File: src/rtl/multi_button_detect.sv
// rtl/multi_button_detect.sv - per-channel button debouncer with press, release, long-press and auto-repeat pulses
// One shared sample tick drives every channel's debounce, hold and repeat counting.
module multi_button_detect #(
   parameter int N            = 5,
   parameter int TICK_DIV     = 500000,
   parameter int DB_SAMPLES   = 4,
   parameter int HOLD_TICKS   = 200,
   parameter int REPEAT_TICKS = 50
) (
   input  logic         clk,
   input  logic         rst,
   input  logic [N-1:0] in,
   input  logic [N-1:0] rpt_en,
   output logic [N-1:0] level,
   output logic [N-1:0] press,
   output logic [N-1:0] release_pulse,
   output logic [N-1:0] hold,
   output logic [N-1:0] repeat_pulse
);
   localparam int TW = $clog2(TICK_DIV) + 1;
   localparam int DW = $clog2(DB_SAMPLES) + 1;
   localparam int HW = $clog2(HOLD_TICKS) + 1;
   localparam int RW = $clog2(REPEAT_TICKS) + 1;

   typedef enum logic [1:0] {IDLE, PRESSED, HELD} state_t;

   logic [TW-1:0]         tick_cnt;
   logic                  tick;
   logic [N-1:0]          sync1;
   logic [N-1:0]          sync2;
   logic [N-1:0]          toggle;
   logic [N-1:0]          rise;
   logic [N-1:0]          fall;
   logic [N-1:0][DW-1:0]  db_cnt;
   logic [N-1:0][HW-1:0]  hold_cnt;
   logic [N-1:0][RW-1:0]  rpt_cnt;
   state_t [N-1:0]        state;

   assign tick = (tick_cnt == TW'(TICK_DIV - 1));

   always_ff @(posedge clk or negedge rst) begin
      if (!rst) begin
         tick_cnt <= '0;
         sync1    <= '0;
         sync2    <= '0;
      end else begin
         sync1    <= in;
         sync2    <= sync1;
         tick_cnt <= tick ? '0 : tick_cnt + TW'(1);
      end
   end

   // level flips on the tick that brings the DB_SAMPLES-th consecutive differing sample
   always_comb begin
      toggle = '0;
      for (int i = 0; i < N; i++)
         toggle[i] = tick && (sync2[i] != level[i]) && (db_cnt[i] == DW'(DB_SAMPLES - 1));
   end

   assign rise = toggle & ~level;
   assign fall = toggle & level;

   always_ff @(posedge clk or negedge rst) begin
      if (!rst) begin
         level         <= '0;
         press         <= '0;
         release_pulse <= '0;
         hold          <= '0;
         repeat_pulse  <= '0;
         db_cnt        <= '0;
         hold_cnt      <= '0;
         rpt_cnt       <= '0;
         for (int i = 0; i < N; i++)
            state[i] <= IDLE;
      end else begin
         level         <= level ^ toggle;
         press         <= rise;
         release_pulse <= fall;
         hold          <= '0;
         repeat_pulse  <= '0;
         for (int i = 0; i < N; i++) begin
            if (tick)
               db_cnt[i] <= ((sync2[i] == level[i]) || toggle[i]) ? '0 : db_cnt[i] + DW'(1);
            // a fall wins over everything so hold/repeat never share the release cycle
            if (fall[i]) begin
               state[i] <= IDLE;
            end else begin
               case (state[i])
                  IDLE: begin
                     if (rise[i]) begin
                        state[i]    <= PRESSED;
                        hold_cnt[i] <= '0;
                     end
                  end
                  PRESSED: begin
                     if (tick) begin
                        if (hold_cnt[i] == HW'(HOLD_TICKS - 1)) begin
                           hold[i]    <= 1'b1;
                           state[i]   <= HELD;
                           rpt_cnt[i] <= '0;
                        end else begin
                           hold_cnt[i] <= hold_cnt[i] + HW'(1);
                        end
                     end
                  end
                  HELD: begin
                     if (!rpt_en[i]) begin
                        rpt_cnt[i] <= '0;
                     end else if (tick) begin
                        if (rpt_cnt[i] == RW'(REPEAT_TICKS - 1)) begin
                           repeat_pulse[i] <= 1'b1;
                           rpt_cnt[i]      <= '0;
                        end else begin
                           rpt_cnt[i] <= rpt_cnt[i] + RW'(1);
                        end
                     end
                  end
                  default: state[i] <= IDLE;
               endcase
            end
         end
      end
   end
endmodule

File: config.mk
export PLATFORM = sky130hd
export DESIGN_NAME = multi_button_detect
export DESIGN_NICKNAME = d
export VERILOG_FILES = /design/src/rtl/multi_button_detect.sv
export SDC_FILE = /design/constraint.sdc
export NUM_CORES = 1
export LEC_CHECK = 0
export ABC_CLOCK_PERIOD_IN_PS = 3500
export CORE_ASPECT_RATIO = 1.5
export CORE_MARGIN = 2
export CORE_UTILIZATION = 40
export CTS_CLUSTER_DIAMETER = 30
export DETAILED_ROUTE_END_ITERATION = 8
export PLACE_DENSITY = 0.58
export SYNTH_ARGS = -nofsm -noshare
export SYNTH_HDL_FRONTEND = slang
export SYNTH_SLANG_ARGS = --single-unit
File: constraint.sdc
create_clock -name clk -period 3.5 [get_ports clk]
set_input_delay 0.7 -clock clk [delete_from_list [all_inputs] [get_ports clk]]
set_output_delay 0.7 -clock clk [all_outputs]
set_load 0.02 [all_outputs]
==> reports/metrics.cfg <==
[synth]
syn_avg_cell_area_um2 = 9.86
synthFlopType = dfrtp_1
synth.distinct_cells = 60
ys_ff_latch = 160
syn_nets = 900
syn_inst = 848
netlist_area_um2 = 8360
yosysWarnings = 0
synth_edf_count = 0
async_reset_ff_frac = 1.00
ys_seq_area_frac = 0.479

[timing]
min_period_ns = 3.08
slew_viol_final = 0
rsz0062_at_grt = false
setup_viol = 0
fin_ws_ns = 0.420
finalHoldViolCount = 0
finalCritPeriodShare = 0.880
finalSetupTns_ns = 0
fmax_mhz = 325
relSlewSlack = 0.541
fin_worst_skew_ns = 0.00777
tightest_slew_ns = 0.685

[global_routing]
antenna_found_initial = 0
grt_pass1_vias = 6487
grt-ovfl-total = 0
grt_pass1_wl_um = 31200
grt_max_degree = 63
grt_util_all_layers = 0.175

[placed_design]
place_ws_ns = 0.406
routabilityCongestion = 0.789
io_buffers = 36
dp_cells = 1132
hpwl_um = 12600

[drt]
wl_met2_um = 9450
initialDrtViolationCount = 440
first_pass_iters = 4
wirelength_met1_um = 7820
avgRoutedWirePerCell_um = 15.4
num_vias = 6524
wl_met3_um = 406
drt-vias-per-instance = 5.60
maxUsedRoutingLayer = met4
antenna_left = 0
route.detailed.drc = 0
drt_wl_total_um = 17900

[power]
p_leak_nw = 4.34
p_per_area_nw_per_um2 = 395
total_power_mw = 3.82
vdd_drop_max_uv = 363

[cells_and_area]
nets = 939
drive_gt1_frac = 0.0733
fillerInstances = 1939
antenna_cells = 0
seq_area_um2 = 4000
final_cells = 1164
areaGrowthSynthToFinish_pct = 15.5
final_cell_mix = dfrtp_1, nand2_1, nand3_1, ha_1, inv_1
multiInputGateArea_um2 = 4080
final_common_cell = dfrtp_1

[clocking]
insertion_delay_ns = 0.43
h-tree-depth = 4
cts_hold_buf = 0
post_cts_resized = 0
cts_root_buffer = clkbuf_16
clkSinkCount = 160
cts_tree = built
cts_setup_buffers = 0
numCtsBuffers = 17
clk_path_buf_depth = 2
clk_pin_slew_ns = 0.06

[setup_path]
end_kind = flop
crit_path_end = hold_cnt[5]
cp_common_cell = buf_4
reg2reg_from = tick_cnt[5]
slowest_delay_ns = 0.51
r2r_end = hold_cnt[5]
crit_chain = nor4b_4 -> nand4_2 -> nor2_1 -> buf_4 -> and3_1 -> ha_1 -> nor4b_2 -> buf_4 -> a31oi_1 -> buf_4 -> or4_1 -> a21oi_1
cp_slowest_cell = or4_1
r2r_cells = 12
critPathArrivalTime_ns = 3.43
critPathMaxFanout = 16
startpoint = tick_cnt[5]
r2r_slack_ns = 0.42
startpoint_type = flop
required_ns = 3.85
path_class = reg2reg

[die]
rows = 64
ios = 37
fp.dieH_um = 181
die-area_um2 = 22100
die_width_um = 122
core-area_um2 = 20400
start_util = 0.409

[hold_path]
hold_path_class = in2async

[run]
max_cap_viol_count = 0

[run_status]
status = finished, final reports clean

==> through the flow <==
stage	hold WS (ns)	instance area [µm²]	utilization
3_3_place_gp	0.336	9050	0.443
3_5_place_dp	0.341	9050	0.443
2_1_floorplan	0.331	8360	-
4_1_cts	0.253	9650	0.473
6_report	0.229	9650	0.473
5_1_grt	0.272	9650	0.473
==> kinds of logic (layout without fill, tap and decap cells) <==
group | count (synthesis) | count (layout) | synth area share
compound gates | 174 | 174 | 0.138
mux | 12 | 12 | 0.0147
fa+ha+maj | 40 | 40 | 0.0599
xor+xnor | 20 | 20 | 0.0210
flops | 160 | 160 | 0.479
buf+inv | 69 | 121 | 0.0328
simple gates | 373 | 373 | 0.255
==> report_power, final <==
part / internal (mW) / switching (mW)
clock network: 1.16 / 0.737
logic: 0.0170 / 0.0437
registers: 1.86 / 0.00286
==> layer usage <==
metal	global-route usage	up-vias
met2	0.304	67
met5	0	-
met3	0.0335	16
li1	-	3201
met4	0.0630	0
met1	0.214	3240
==> worst min path at each step <==
stage	cells after the start	end	startpoint
4_1_cts	1	rpt_cnt[14]	rst
6_report	1	rpt_cnt[14]	rst
3_3_place_gp	0	sync2[3]	sync1[3]
3_5_place_dp	0	sync2[4]	sync1[4]
2_1_floorplan	0	sync2[0]	sync1[0]
5_1_grt	1	rpt_cnt[17]	rst
==> critical path, delay by kind of cell (launching register included) <==
kind / cells / cell delay [ns]
buf+inv: 3 / 0.58
fa+ha+maj: 1 / 0.19
simple gates: 6 / 1.58
compound gates: 2 / 0.21
flops: 1 / 0.45
==> Yosys cell counts, types with 4 or more instances <==
master / number / share of area
a211o_1: 6 / 0.0063
a21o_1: 20 / 0.018
a21oi_1: 31 / 0.019
a22o_1: 6 / 0.0063
a31oi_1: 14 / 0.010
and2_1: 9 / 0.0067
and3_1: 19 / 0.014
and3b_1: 4 / 0.0042
and4_1: 8 / 0.0084
clkbuf_1: 28 / 0.013
dfrtp_1: 160 / 0.48
ha_1: 40 / 0.060
inv_1: 36 / 0.016
mux2i_1: 10 / 0.012
nand2_1: 71 / 0.032
nand2b_1: 24 / 0.018
nand3_1: 62 / 0.037
nand3b_1: 6 / 0.0054
nand4_1: 18 / 0.013
nand4b_1: 4 / 0.0042
nor2_1: 31 / 0.014
nor2b_1: 5 / 0.0037
nor3_1: 28 / 0.017
nor3b_1: 8 / 0.0072
nor4_1: 17 / 0.013
nor4b_1: 7 / 0.0073
o211ai_1: 10 / 0.0090
o21a_1: 6 / 0.0054
o21ai_0: 34 / 0.020
o31ai_1: 29 / 0.026
or2_2: 8 / 0.0060
or3_1: 20 / 0.015
or4_1: 12 / 0.011
xnor2_1: 10 / 0.010
xor2_1: 10 / 0.010
==> area by class of cell <==
cell class,instances,share of cell area
inverters,36,0.0140
flip-flops and latches,160,0.415
well taps,264,0.0342
multi-input cells,619,0.423
clock inverters,9,0.0137
clock buffers,23,0.0485
repair buffers,53,0.0520
==> flip-flops by register name (all words and copies together) (netlist names), 10 cells and up <==
| register | count |
|---|---|
| db_cnt | 15 |
| hold_cnt | 45 |
| rpt_cnt | 35 |
| state | 10 |
| tick_cnt | 20 |
(Power assumes the default switching activity.)
